--- src/rtl/eerrl_pkg.sv ---
// Shared EER-RL node types: updater FSM states, word width, packet types, neighbor record.
package eerrl_pkg;

  localparam int unsigned DEFAULT_WORD_WIDTH = 16;

  // Packet-type codes agreed with the packet-field extractor
  localparam int unsigned PKT_TYPE_W = 3;
  localparam logic [PKT_TYPE_W-1:0] PKT_HELLO    = 3'd1;
  localparam logic [PKT_TYPE_W-1:0] PKT_CH_ADV   = 3'd2;
  localparam logic [PKT_TYPE_W-1:0] PKT_JOIN_REQ = 3'd3;
  localparam logic [PKT_TYPE_W-1:0] PKT_DATA     = 3'd4;
  localparam logic [PKT_TYPE_W-1:0] PKT_ACK      = 3'd5;

  typedef enum logic [2:0] {
    S_IDLE     = 3'd0,
    S_SCAN_N   = 3'd1,
    S_WRITE_N  = 3'd2,
    S_SCAN_CH  = 3'd3,
    S_WRITE_CH = 3'd4,
    S_BEST     = 3'd5,
    S_DONE     = 3'd6
  } ntu_state_e;

  typedef struct packed {
    logic [DEFAULT_WORD_WIDTH-1:0] id;
    logic [DEFAULT_WORD_WIDTH-1:0] cluster;
    logic [DEFAULT_WORD_WIDTH-1:0] energy;
    logic [DEFAULT_WORD_WIDTH-1:0] q;
  } nbr_rec_t;

endpackage

--- src/rtl/neighbor_table_update_if.sv ---
// Packet-field, read-port and status bundle between the updater and its neighbors.
interface neighbor_table_update_if
  import eerrl_pkg::*;
#(
  parameter int unsigned WORD_WIDTH    = DEFAULT_WORD_WIDTH,
  parameter int unsigned MAX_NEIGHBORS = 32,
  parameter int unsigned MAX_KNOWNCH   = 8
);
  localparam int unsigned IDXW  = $clog2(MAX_NEIGHBORS);
  localparam int unsigned CIDXW = $clog2(MAX_KNOWNCH);

  logic                  en;
  logic [WORD_WIDTH-1:0] fSourceID;
  logic [WORD_WIDTH-1:0] fClusterID;
  logic [WORD_WIDTH-1:0] fEnergyLeft;
  logic [WORD_WIDTH-1:0] fQValue;
  logic [IDXW-1:0]       rd_idx;
  logic [WORD_WIDTH-1:0] rdSourceID;
  logic [WORD_WIDTH-1:0] rdClusterID;
  logic [WORD_WIDTH-1:0] rdEnergy;
  logic [WORD_WIDTH-1:0] rdQValue;
  logic [CIDXW-1:0]      rdch_idx;
  logic [WORD_WIDTH-1:0] rdKnownCH;
  logic [WORD_WIDTH-1:0] neighborCount;
  logic [WORD_WIDTH-1:0] knownCHCount;
  logic [IDXW-1:0]       bestIdx;
  logic [WORD_WIDTH-1:0] bestQValue;
  logic                  busy;
  logic                  done;
  logic                  nbr_drop;
  logic                  ch_drop;

  modport master (
    output en, fSourceID, fClusterID, fEnergyLeft, fQValue, rd_idx, rdch_idx,
    input  rdSourceID, rdClusterID, rdEnergy, rdQValue, rdKnownCH,
    input  neighborCount, knownCHCount, bestIdx, bestQValue,
    input  busy, done, nbr_drop, ch_drop
  );

  modport slave (
    input  en, fSourceID, fClusterID, fEnergyLeft, fQValue, rd_idx, rdch_idx,
    output rdSourceID, rdClusterID, rdEnergy, rdQValue, rdKnownCH,
    output neighborCount, knownCHCount, bestIdx, bestQValue,
    output busy, done, nbr_drop, ch_drop
  );

endinterface

--- src/rtl/id_list_scan.sv ---
// Sequential ID matcher: walks one list entry per cycle from index 0 until a hit or the end.
module id_list_scan #(
  parameter int unsigned WORD_WIDTH = 16,
  parameter int unsigned IDX_W      = 6
) (
  input  logic                  clk,
  input  logic                  nrst,
  input  logic                  start_i,
  input  logic                  scan_i,
  input  logic [WORD_WIDTH-1:0] key_i,
  input  logic [WORD_WIDTH-1:0] count_i,
  input  logic [WORD_WIDTH-1:0] entry_id_i,
  output logic [IDX_W-1:0]      idx_o,
  output logic                  match_c_o,
  output logic                  done_c_o
);

  logic [IDX_W-1:0] idx_q, idx_d;
  logic             at_end_c;

  // Index equal to count means every valid entry was examined without a hit
  assign at_end_c  = (WORD_WIDTH'(idx_q) == count_i);
  assign match_c_o = !at_end_c && (entry_id_i == key_i);
  assign done_c_o  = at_end_c || match_c_o;
  assign idx_o     = idx_q;

  always_comb begin
    idx_d = idx_q;
    if (start_i) begin
      idx_d = '0;
    end else if (scan_i && !done_c_o) begin
      idx_d = idx_q + IDX_W'(1);
    end
  end

  always_ff @(posedge clk) begin
    if (!nrst) begin
      idx_q <= '0;
    end else begin
      idx_q <= idx_d;
    end
  end

endmodule

--- src/rtl/neighbor_table_update.sv ---
// Neighbor-table and known-CH updater for the EER-RL node.
// Define QTABLE_BEST_HOP_EN to enable the max-Q best-next-hop rescan.
module neighbor_table_update
  import eerrl_pkg::*;
#(
  parameter int unsigned WORD_WIDTH    = DEFAULT_WORD_WIDTH,
  parameter int unsigned MAX_NEIGHBORS = 32,
  parameter int unsigned MAX_KNOWNCH   = 8
) (
  input  logic                    clk,
  input  logic                    nrst,
  neighbor_table_update_if.slave  bus
);

  localparam int unsigned IDXW  = $clog2(MAX_NEIGHBORS);
  localparam int unsigned CIDXW = $clog2(MAX_KNOWNCH);
  localparam int unsigned NSW   = IDXW + 1;
  localparam int unsigned CSW   = CIDXW + 1;

  // Record fields are sized by the package word width
  nbr_rec_t              nbr_q [MAX_NEIGHBORS];
  logic [WORD_WIDTH-1:0] ch_q  [MAX_KNOWNCH];

  ntu_state_e            state_q, state_d;
  logic [WORD_WIDTH-1:0] nbr_cnt_q, nbr_cnt_d;
  logic [WORD_WIDTH-1:0] ch_cnt_q, ch_cnt_d;
  logic                  nbr_flag_q, nbr_flag_d;
  logic                  ch_flag_q, ch_flag_d;
  logic                  busy_q, busy_d;
  logic                  done_q, done_d;
  logic                  nbr_drop_q, nbr_drop_d;
  logic                  ch_drop_q, ch_drop_d;

  logic                  start_c;
  logic                  nbr_we_c, nbr_app_c, ch_we_c;
  logic [NSW-1:0]        n_idx;
  logic [CSW-1:0]        k_idx;
  logic                  n_match, n_done, k_match, k_done;
  logic [WORD_WIDTH-1:0] nbr_id_c, ch_id_c;
  logic                  best_last_c;
  nbr_rec_t              rd_rec_c;

  assign nbr_id_c = WORD_WIDTH'(nbr_q[n_idx[IDXW-1:0]].id);
  assign ch_id_c  = ch_q[k_idx[CIDXW-1:0]];

  id_list_scan #(.WORD_WIDTH(WORD_WIDTH), .IDX_W(NSW)) u_nbr_scan (
    .clk        (clk),
    .nrst       (nrst),
    .start_i    (start_c),
    .scan_i     (state_q == S_SCAN_N),
    .key_i      (bus.fSourceID),
    .count_i    (nbr_cnt_q),
    .entry_id_i (nbr_id_c),
    .idx_o      (n_idx),
    .match_c_o  (n_match),
    .done_c_o   (n_done)
  );

  id_list_scan #(.WORD_WIDTH(WORD_WIDTH), .IDX_W(CSW)) u_ch_scan (
    .clk        (clk),
    .nrst       (nrst),
    .start_i    (start_c),
    .scan_i     (state_q == S_SCAN_CH),
    .key_i      (bus.fClusterID),
    .count_i    (ch_cnt_q),
    .entry_id_i (ch_id_c),
    .idx_o      (k_idx),
    .match_c_o  (k_match),
    .done_c_o   (k_done)
  );

`ifdef QTABLE_BEST_HOP_EN
  logic [NSW-1:0]        b_q, b_d;
  logic [WORD_WIDTH-1:0] run_q, run_d;
  logic [IDXW-1:0]       run_idx_q, run_idx_d;
  logic [IDXW-1:0]       best_idx_q, best_idx_d;
  logic [WORD_WIDTH-1:0] best_qv_q, best_qv_d;
  logic [WORD_WIDTH-1:0] cand_c;

  assign cand_c      = WORD_WIDTH'(nbr_q[b_q[IDXW-1:0]].q);
  assign best_last_c = (state_q == S_BEST) && (WORD_WIDTH'(b_q) == nbr_cnt_q);

  // Full rescan each update; strict compare keeps the lowest index on ties
  always_comb begin
    b_d        = b_q;
    run_d      = run_q;
    run_idx_d  = run_idx_q;
    best_idx_d = best_idx_q;
    best_qv_d  = best_qv_q;
    if (state_q != S_BEST) begin
      b_d       = '0;
      run_d     = '0;
      run_idx_d = '0;
    end else if (best_last_c) begin
      best_idx_d = run_idx_q;
      best_qv_d  = run_q;
    end else begin
      b_d = b_q + NSW'(1);
      if (cand_c > run_q) begin
        run_d     = cand_c;
        run_idx_d = IDXW'(b_q);
      end
    end
  end

  always_ff @(posedge clk) begin
    if (!nrst) begin
      b_q        <= '0;
      run_q      <= '0;
      run_idx_q  <= '0;
      best_idx_q <= '0;
      best_qv_q  <= '0;
    end else begin
      b_q        <= b_d;
      run_q      <= run_d;
      run_idx_q  <= run_idx_d;
      best_idx_q <= best_idx_d;
      best_qv_q  <= best_qv_d;
    end
  end

  assign bus.bestIdx    = best_idx_q;
  assign bus.bestQValue = best_qv_q;
`else
  assign best_last_c    = (state_q == S_BEST);
  assign bus.bestIdx    = '0;
  assign bus.bestQValue = '0;
`endif

  // Next-state, counters, drop flags and write strobes
  always_comb begin
    state_d    = state_q;
    nbr_cnt_d  = nbr_cnt_q;
    ch_cnt_d   = ch_cnt_q;
    nbr_flag_d = nbr_flag_q;
    ch_flag_d  = ch_flag_q;
    start_c    = 1'b0;
    nbr_we_c   = 1'b0;
    nbr_app_c  = 1'b0;
    ch_we_c    = 1'b0;
    busy_d     = 1'b0;
    done_d     = 1'b0;
    nbr_drop_d = 1'b0;
    ch_drop_d  = 1'b0;

    case (state_q)
      S_IDLE: begin
        if (bus.en) begin
          start_c    = 1'b1;
          nbr_flag_d = 1'b0;
          ch_flag_d  = 1'b0;
          state_d    = S_SCAN_N;
        end
      end
      S_SCAN_N: begin
        if (n_done) state_d = S_WRITE_N;
      end
      S_WRITE_N: begin
        if (n_match) begin
          nbr_we_c = 1'b1;
        end else if (nbr_cnt_q < WORD_WIDTH'(MAX_NEIGHBORS)) begin
          nbr_we_c  = 1'b1;
          nbr_app_c = 1'b1;
          nbr_cnt_d = nbr_cnt_q + WORD_WIDTH'(1);
        end else begin
          nbr_flag_d = 1'b1;
        end
        // Cluster ID 0 marks an unaffiliated sender: no CH to register
        state_d = (bus.fClusterID == '0) ? S_BEST : S_SCAN_CH;
      end
      S_SCAN_CH: begin
        if (k_done) state_d = k_match ? S_BEST : S_WRITE_CH;
      end
      S_WRITE_CH: begin
        if (ch_cnt_q < WORD_WIDTH'(MAX_KNOWNCH)) begin
          ch_we_c  = 1'b1;
          ch_cnt_d = ch_cnt_q + WORD_WIDTH'(1);
        end else begin
          ch_flag_d = 1'b1;
        end
        state_d = S_BEST;
      end
      S_BEST: begin
        if (best_last_c) state_d = S_DONE;
      end
      S_DONE: begin
        nbr_flag_d = 1'b0;
        ch_flag_d  = 1'b0;
        state_d    = S_IDLE;
      end
      default: state_d = S_IDLE;
    endcase

    busy_d     = (state_d != S_IDLE);
    done_d     = (state_d == S_DONE);
    nbr_drop_d = (state_d == S_DONE) && nbr_flag_q;
    ch_drop_d  = (state_d == S_DONE) && ch_flag_q;
  end

  always_ff @(posedge clk) begin
    if (!nrst) begin
      state_q    <= S_IDLE;
      nbr_cnt_q  <= '0;
      ch_cnt_q   <= '0;
      nbr_flag_q <= 1'b0;
      ch_flag_q  <= 1'b0;
      busy_q     <= 1'b0;
      done_q     <= 1'b0;
      nbr_drop_q <= 1'b0;
      ch_drop_q  <= 1'b0;
    end else begin
      state_q    <= state_d;
      nbr_cnt_q  <= nbr_cnt_d;
      ch_cnt_q   <= ch_cnt_d;
      nbr_flag_q <= nbr_flag_d;
      ch_flag_q  <= ch_flag_d;
      busy_q     <= busy_d;
      done_q     <= done_d;
      nbr_drop_q <= nbr_drop_d;
      ch_drop_q  <= ch_drop_d;
    end
  end

  // Table storage is masked by the counts, so it needs no reset
  always_ff @(posedge clk) begin
    if (nbr_we_c) begin
      nbr_q[n_idx[IDXW-1:0]].cluster <= DEFAULT_WORD_WIDTH'(bus.fClusterID);
      nbr_q[n_idx[IDXW-1:0]].energy  <= DEFAULT_WORD_WIDTH'(bus.fEnergyLeft);
      nbr_q[n_idx[IDXW-1:0]].q       <= DEFAULT_WORD_WIDTH'(bus.fQValue);
      if (nbr_app_c) begin
        nbr_q[n_idx[IDXW-1:0]].id <= DEFAULT_WORD_WIDTH'(bus.fSourceID);
      end
    end
    if (ch_we_c) begin
      ch_q[ch_cnt_q[CIDXW-1:0]] <= bus.fClusterID;
    end
  end

  assign rd_rec_c = nbr_q[bus.rd_idx];

  assign bus.rdSourceID  = (WORD_WIDTH'(bus.rd_idx) < nbr_cnt_q) ? WORD_WIDTH'(rd_rec_c.id)      : '0;
  assign bus.rdClusterID = (WORD_WIDTH'(bus.rd_idx) < nbr_cnt_q) ? WORD_WIDTH'(rd_rec_c.cluster) : '0;
  assign bus.rdEnergy    = (WORD_WIDTH'(bus.rd_idx) < nbr_cnt_q) ? WORD_WIDTH'(rd_rec_c.energy)  : '0;
  assign bus.rdQValue    = (WORD_WIDTH'(bus.rd_idx) < nbr_cnt_q) ? WORD_WIDTH'(rd_rec_c.q)       : '0;
  assign bus.rdKnownCH   = (WORD_WIDTH'(bus.rdch_idx) < ch_cnt_q) ? ch_q[bus.rdch_idx] : '0;

  assign bus.neighborCount = nbr_cnt_q;
  assign bus.knownCHCount  = ch_cnt_q;
  assign bus.busy          = busy_q;
  assign bus.done          = done_q;
  assign bus.nbr_drop      = nbr_drop_q;
  assign bus.ch_drop       = ch_drop_q;

endmodule
--- src/flat_wrapper.sv ---
// flat-port wrapper written by rule: the top's interface ports become plain ports
module neighbor_table_update_flat import eerrl_pkg::*;
#(
  parameter int unsigned WORD_WIDTH    = DEFAULT_WORD_WIDTH,
  parameter int unsigned MAX_NEIGHBORS = 32,
  parameter int unsigned MAX_KNOWNCH   = 8
)
  (clk, nrst, bus_en, bus_fSourceID, bus_fClusterID, bus_fEnergyLeft, bus_fQValue, bus_rd_idx, bus_rdch_idx, bus_rdSourceID, bus_rdClusterID, bus_rdEnergy, bus_rdQValue, bus_rdKnownCH, bus_neighborCount, bus_knownCHCount, bus_bestIdx, bus_bestQValue, bus_busy, bus_done, bus_nbr_drop, bus_ch_drop);
  neighbor_table_update_if #(.WORD_WIDTH(WORD_WIDTH), .MAX_NEIGHBORS(MAX_NEIGHBORS), .MAX_KNOWNCH(MAX_KNOWNCH)) bus_i ();
  input  logic clk;
  input  logic nrst;
  input wire logic [$bits(bus_i.en)-1:0] bus_en;
  input wire logic [$bits(bus_i.fSourceID)-1:0] bus_fSourceID;
  input wire logic [$bits(bus_i.fClusterID)-1:0] bus_fClusterID;
  input wire logic [$bits(bus_i.fEnergyLeft)-1:0] bus_fEnergyLeft;
  input wire logic [$bits(bus_i.fQValue)-1:0] bus_fQValue;
  input wire logic [$bits(bus_i.rd_idx)-1:0] bus_rd_idx;
  input wire logic [$bits(bus_i.rdch_idx)-1:0] bus_rdch_idx;
  output wire logic [$bits(bus_i.rdSourceID)-1:0] bus_rdSourceID;
  output wire logic [$bits(bus_i.rdClusterID)-1:0] bus_rdClusterID;
  output wire logic [$bits(bus_i.rdEnergy)-1:0] bus_rdEnergy;
  output wire logic [$bits(bus_i.rdQValue)-1:0] bus_rdQValue;
  output wire logic [$bits(bus_i.rdKnownCH)-1:0] bus_rdKnownCH;
  output wire logic [$bits(bus_i.neighborCount)-1:0] bus_neighborCount;
  output wire logic [$bits(bus_i.knownCHCount)-1:0] bus_knownCHCount;
  output wire logic [$bits(bus_i.bestIdx)-1:0] bus_bestIdx;
  output wire logic [$bits(bus_i.bestQValue)-1:0] bus_bestQValue;
  output wire logic [$bits(bus_i.busy)-1:0] bus_busy;
  output wire logic [$bits(bus_i.done)-1:0] bus_done;
  output wire logic [$bits(bus_i.nbr_drop)-1:0] bus_nbr_drop;
  output wire logic [$bits(bus_i.ch_drop)-1:0] bus_ch_drop;
  assign bus_i.en = bus_en;
  assign bus_i.fSourceID = bus_fSourceID;
  assign bus_i.fClusterID = bus_fClusterID;
  assign bus_i.fEnergyLeft = bus_fEnergyLeft;
  assign bus_i.fQValue = bus_fQValue;
  assign bus_i.rd_idx = bus_rd_idx;
  assign bus_i.rdch_idx = bus_rdch_idx;
  assign bus_rdSourceID = bus_i.rdSourceID;
  assign bus_rdClusterID = bus_i.rdClusterID;
  assign bus_rdEnergy = bus_i.rdEnergy;
  assign bus_rdQValue = bus_i.rdQValue;
  assign bus_rdKnownCH = bus_i.rdKnownCH;
  assign bus_neighborCount = bus_i.neighborCount;
  assign bus_knownCHCount = bus_i.knownCHCount;
  assign bus_bestIdx = bus_i.bestIdx;
  assign bus_bestQValue = bus_i.bestQValue;
  assign bus_busy = bus_i.busy;
  assign bus_done = bus_i.done;
  assign bus_nbr_drop = bus_i.nbr_drop;
  assign bus_ch_drop = bus_i.ch_drop;
  neighbor_table_update #(.WORD_WIDTH(WORD_WIDTH), .MAX_NEIGHBORS(MAX_NEIGHBORS), .MAX_KNOWNCH(MAX_KNOWNCH)) u_core (.clk(clk), .nrst(nrst), .bus(bus_i));
endmodule
--- config.mk ---
export PLATFORM = sky130hd
export DESIGN_NAME = neighbor_table_update_flat
export DESIGN_NICKNAME = d
export VERILOG_FILES = /design/src/rtl/eerrl_pkg.sv /design/src/rtl/neighbor_table_update_if.sv /design/src/rtl/id_list_scan.sv /design/src/rtl/neighbor_table_update.sv /design/src/flat_wrapper.sv
export SDC_FILE = /design/constraint.sdc
export NUM_CORES = 2
export LEC_CHECK = 0
export CAP_MARGIN = 20
export CORE_MARGIN = 2
export CORE_UTILIZATION = 45
export DETAILED_ROUTE_END_ITERATION = 7
export PLACE_DENSITY_LB_ADDON = 0.3
export SYNTH_ARGS = -nofsm -noshare
export SYNTH_HDL_FRONTEND = slang
export SYNTH_SLANG_ARGS = --single-unit
export TNS_END_PERCENT = 30
--- constraint.sdc ---
create_clock -name clk -period 6 [get_ports clk]
set_input_delay 1.2 -clock clk [delete_from_list [all_inputs] [get_ports clk]]
set_output_delay 1.2 -clock clk [all_outputs]
set_load 0.03 [all_outputs]
# After elaboration in Yosys (flattened, before gate mapping)
# Memories as Yosys holds them, arrays and structs flattened. A register that Yosys moved wholly into a read port is not among the register bits.
# Cells that the tools add are included.
# op_classes
n_addsub,4
mul,0
n_div,0
n_lt_le_gt_ge,4
eq_ne,15
n_shift,0
n_mux,37
n_bitwise,2
reduce_logical,22
# ops
op,count
16-bit 2-to-1 mux,5
16-bit by 1-bit adder with 16-bit output (second input constant),2
16-bit equality test,2
1-bit 2-to-1 mux,21
3-bit 2-to-1 mux,6
3-bit case mux with 6 select lines,1
4-bit by 16-bit equality test with 1-bit output,1
6-bit by 16-bit equality test with 1-bit output,1
16-bit zero test,1
16-bit by 4-bit < comparator with 1-bit output (second input constant),1
16-bit by 6-bit < comparator with 1-bit output (second input constant),1
3-bit by 16-bit < comparator with 1-bit output,1
5-bit by 16-bit < comparator with 1-bit output,1
3-bit equality test (second input constant),4
5-bit 2-to-1 mux,2
3-bit nonzero test,3
2-bit inequality test (second input constant),4
6-bit by 1-bit adder with 6-bit output (second input constant),1
3-bit by 2-bit equality test with 1-bit output (second input constant),2
1-bit logical AND,6
1-bit case mux with 3 select lines,2
3-bit AND reduction,2
4-bit by 1-bit adder with 4-bit output (second input constant),1
1-bit zero test,4
other kinds (7),9
# totals
reg_bits,51
latch_bits,0
ram_bits,2176
romBits,0
output_inout_bits,137
wordCells,97
mem_count,2
# mem_list
memory,depth,word_bits,rd,rd_clocked_by_memory_dff,write_ports,line_no,text
u_core.nbr_q,32,64,2,1,1,neighbor_table_update.sv:21,nbr_rec_t nbr_q [MAX_NEIGHBORS];
u_core.ch_q,8,16,2,1,1,neighbor_table_update.sv:22,logic [WORD_WIDTH-1:0] ch_q [MAX_KNOWNCH];

# Depth between registers and ports, before layout
# depth
ltp_word,8
ltp_mapped,15
ltp_nobuf,10

# By module
# A second synthesis with hierarchy kept.
# hier_totals
hier_cells,4163
hier_area_um2,90120.2
# by_module_without_submodules
module,n_inst,cells_per_inst,area_each_um2
neighbor_table_update,1,4037,89037.9
id_list_scan at u_core.u_nbr_scan,1,70,573.0
id_list_scan at u_core.u_ch_scan,1,56,509.2

# Worst setup path before layout
# Ideal clock, no wire load.
# synth_path
kind,reg2reg
start,reg (tool-made name)
end,"mem u_core.nbr_q[23][0] (netlist name), enable pin"
setup_ns,0.459
arrival_time_ns,5.087
t_required_ns,5.541
setup_slack_ns,0.454
stages_incl_launch_ff,15
synth_period_minus_slack_ns,5.546
cell_sequence,dfxtp_1 -> buf_4 -> buf_2 -> buf_4 -> buf_4 -> mux2i_1 -> a22oi_1 -> a21oi_1 -> nor4_1 -> xnor2_1 -> nand3_1 -> nor4_4 -> nand3_2 -> a21oi_2 -> nor2b_1
# synth_rtl
element,line_no
end: declaration,neighbor_table_update.sv:21

# Worst setup path in the final report
# layout_path
start,in bus_rd_idx[0]
end,out bus_rdClusterID[15]
# layout_between
elab_chain_cells,2
word_cells_on_any_way,3
# layout_lines
element,line_no,text
start: declaration,flat_wrapper.sv:17,input wire logic [$bits(bus_i.rd_idx)-1:0] bus_rd_idx;
5-bit by 16-bit < comparator with 1-bit output or memory read 32 x 64 bit (tied branches),--,
16-bit 2-to-1 mux (*),neighbor_table_update.sv:242,assign bus.rdClusterID = (WORD_WIDTH'(bus.rd_idx) < nbr_cnt_q) ? WORD_WIDTH'(rd_rec_c.cluster) : '0;
end: declaration,flat_wrapper.sv:20,output wire logic [$bits(bus_i.rdClusterID)-1:0] bus_rdClusterID;
# Every way passes the cells marked *; elsewhere a longest branch is shown, timed or not.

==> impl_metrics.csv <==
group,metric,value,unit
clock_tree,cts-buffers-inserted,223,
critical_path,cp_data_arrival_time,4.56,ns
clock_tree,cts_hold_buf,0,
final_layout,final_cell_count_no_fill,7384,
yosys,synth.distinct_cells,60,
timing,fmax,0.1737,GHz
critical_path,kind_of_cell_with_the_highest_combined_delay_on_the_critical_path,"multiplexers",
global_routing,grt.total_usage,22.77,%
timing,fin_tns_setup,0,ns
final_layout,layout.nets,4608,
critical_path,timing.critical_path.cells,"buf_8 > buf_12 > buf_12 > mux4_2 > mux4_2 > mux2i_1 > nor2_1 > buf_12",
critical_path,cp.buffers_inverters,4,
clock_tree,clock_tree.htree_level_count,4,
timing,hold_violations,0,
power_and_ir_drop,total_switching_power,7.428,mW
global_routing,total_congestion_overflow_after_global_routing,0,
clock_tree,tritoncts_clock_tree,"done",
drt,route.detailed.vias_per_inst,6.155,
yosys,synth_largest_area_cell,"sky130_fd_sc_hd__edfxtp_1",
outcome,outcome,"complete, no violations",
global_routing,largest_net_degree_at_the_start_of_global_routing,130,
final_layout,most-common-layout-cells,"2176 x sky130_fd_sc_hd__edfxtp_1, 764 x sky130_fd_sc_hd__mux4_2, 254 x sky130_fd_sc_hd__mux2i_1",
power_and_ir_drop,total_power,33.40,mW
clock_tree,cts_resized,0,
yosys,synth.area.top_cells,"sky130_fd_sc_hd__edfxtp_1 72%, sky130_fd_sc_hd__mux4_2 19%, sky130_fd_sc_hd__mux2i_1 2.8%",
yosys,synth_ff_type,"sky130_fd_sc_hd__edfxtp_1",
placement,placed_cells,6961,
flow_run,max_cap_violations,0,
yosys,avg_synthesized_cell_area,22.13,um2
yosys,synth_seq_cells,2235,
floorplanning,floorplan.core_area,201700,um2
placement,port_buffer_count,190,
yosys,synth-warning-count,0,
timing,finalWorstSetupSlack,0.2430,ns
clock_tree,cts_buffer_depth,3,
power_and_ir_drop,total_leakage_power,33.02,nW
floorplanning,die-width,453.9,um
timing,timing.final.crit_period,5.757,ns
final_layout,post_route_cells_drive_above_1_share,31.25,%
critical_path,cp_data_required_time,4.80,ns
floorplanning,design.die.area,206000,um2
final_layout,flow.area_growth_from_synthesis,15.98,%
critical_path,crit_path_start_kind,"input pin",
timing,layout_skew,0.08888,ns
min_path,min_path_type,"register to register",
placement,gp_congestion,0.7934,
drt,drt-total-wl,234100,um
yosys,number_of_cells_produced_by_synthesis,4116,
timing,timing.hold.ws,0.4603,ns
timing,timing.max_slew.rel_slack,28.25,%
yosys,syn_area,91080,um2
timing,grt_setup_unrepaired,"false",
yosys,synthDominantCellAreaShare,71.75,%
yosys,sequential_element_share_of_the_synthesized_area,73.04,%
drt,wl_per_cell,31.71,um
power_and_ir_drop,fraction_of_power_consumed_by_the_clock_network,41.1,%
critical_path,crit_path_max_incr_delay,0.82,ns
floorplanning,placementRows,165,
drt,drt_pass1_iterations,5,
global_routing,grt_pass1_wl,335200,um
power_and_ir_drop,comb_power_share,6.9,%
placement,dp.final_hpwl,126100,um
critical_path,critical-path-slowest-cell,"sky130_fd_sc_hd__mux2i_1",
clock_tree,clock_sinks,2235,
timing,finalMaxSlewViolations,0,
final_layout,final_common_cell,"sky130_fd_sc_hd__edfxtp_1",
drt,drc,0,
floorplanning,pin_count,212,
power_and_ir_drop,power_switching_share,22.24,%
placement,pre_cts_ws,0.2242,ns
critical_path,critPathMostFrequentCell,"sky130_fd_sc_hd__buf_12",
drt,initialDrtViolationCount,5597,
drt,routed-via-count,45450,
clock_tree,number_of_setup_buffers_added_after_cts,0,
critical_path,maximum_fanout_along_the_worst_path,33,
floorplanning,starting_density_of_the_core,45.15,%
yosys,synth_edf_count,2176,
global_routing,number_of_antenna_violations_at_the_first_check_in_global_routing,9,
power_and_ir_drop,worst_ir_drop_vdd,295.2,uV
clock_tree,worstSkewPairLatency,0.88,ns
power_and_ir_drop,intPower,25.97,mW
drt,detail-route-antenna-nets,0,
critical_path,criticalPathCategory,"input pin to output pin",
clock_tree,cts-root-buf,"sky130_fd_sc_hd__clkbuf_16",
timing,final.period_utilization,95.95,%
critical_path,critical_path.endpoint_type,"output pin",
yosys,synth-async-reset-ratio,0,%
power_and_ir_drop,p_per_area,316.2,nW/um2
timing,worstMarginPinSlew,1.046,ns
power_and_ir_drop,power.sequential.fraction,52.0,%
floorplanning,die_h,453.9,um
global_routing,grt_pass1_vias,45910,
clock_tree,clkSlewWorstSetupHoldPaths,0.06,ns
timing,report.final.setup_viol,0,
## power by group through the flow
| stage | combinational, mW | sequential (mW) | clock [mW] |
|---|---|---|---|
| detailed placement | 2.32 | 17.7 | 0 |
| floorplan | 1.36 | 17.7 | 0 |
| CTS | 2.33 | 17.4 | 13.9 |
| global route | 2.46 | 17.4 | 14.6 |
| global placement | 2.29 | 17.7 | 0 |
| finish | 2.31 | 17.4 | 13.7 |
## Yosys cell counts (all sizes together) (3+ instances only)
cell and number:
a211oi 11, a21boi 7, a21oi 26, a22o 3, a22oi 59, a31o 3
a31oi 7, and2 27, and3 66, buf 129, clkbuf 139, dfxtp 59
edfxtp 2176, ha 13, inv 16, mux2 7, mux2i 254, mux4 764
nand2 48, nand2b 12, nand3 18, nand4 10, nor2 122, nor2b 15
nor3 12, nor3b 3, nor4 17, o21ai 5, o221ai 3, o22ai 6
or2 3, xnor2 39, xor2 9
## final timing paths
| path | from | slack (ns) | to | cells after the start |
|---|---|---|---|---|
| setup reg to reg | register | 0.97 | u_core.nbr_q[11][4]$_DFFE_PP_ | 12 |
| hold / removal | u_core.ch_flag_q$_SDFFE_PN0P_ | 0.46 | u_core.bus.ch_drop$_SDFF_PN0_ | 1 |
| hold reg to reg | u_core.ch_flag_q$_SDFFE_PN0P_ | 0.46 | u_core.bus.ch_drop$_SDFF_PN0_ | 1 |
| setup / recovery | bus_rd_idx[0] | 0.24 | bus_rdClusterID[15] | 8 |
## cells by family (layout without fill, tap and decap cells)
| group | Yosys count | count (layout) | share of synthesized area, % |
|---|---|---|---|
| DFF | 2235 | 2235 | 73.04 |
| muxes | 1025 | 1025 | 21.77 |
| and+or+nand+nor | 361 | 361 | 2.030 |
| buffers and inverters | 286 | 860 | 1.361 |
| AOI/OAI and AO/OA | 147 | 147 | 1.151 |
| xor gates and xnor gates | 48 | 48 | 0.4616 |
| adders and majority gates | 13 | 13 | 0.1786 |
| other | 1 | 23 | 0.004117 |
## area by class of cell
class                           instances  area [um2]
Timing Repair Buffer                  427        4845
Multi-Input combinational cell       1615       23600
Inverter                               18       67.56
Sequential cell                      2235       66530
Clock buffer                          275        5871
Fill cell                           15300       96070
Clock inverter                        140        1363
Antenna cell                            2       5.005
Tap cell                             2672        3343
## layer usage
metal,vias up,track usage (%),routed length (um)
li1,18390,-,-
met1,24580,31.37,92690
met2,2087,37.88,118400
met3,387,3.486,16810
met4,6,6.499,6161
met5,-,0,40
## through the flow
step	cell area, um2	util [%]
finish	105600	52.37
global route	105600	52.37
CTS	105500	52.33
detailed placement	98320	48.74
global placement	98300	48.73
floorplan	91150	-
## flip-flops by register name, indices dropped and copies added (netlist names), 3 cells and up, named ones only
| register | count |
|---|---|
| u_core.nbr_q | 2048 |
| u_core.ch_q | 128 |
| u_core.bus.knownCHCount | 16 |
| u_core.bus.neighborCount | 16 |
| u_core.u_nbr_scan.idx_o | 6 |
| u_core.u_ch_scan.idx_o | 4 |
| u_core.state_q | 3 |
Note: power is estimated with default switching activity, not from simulation.
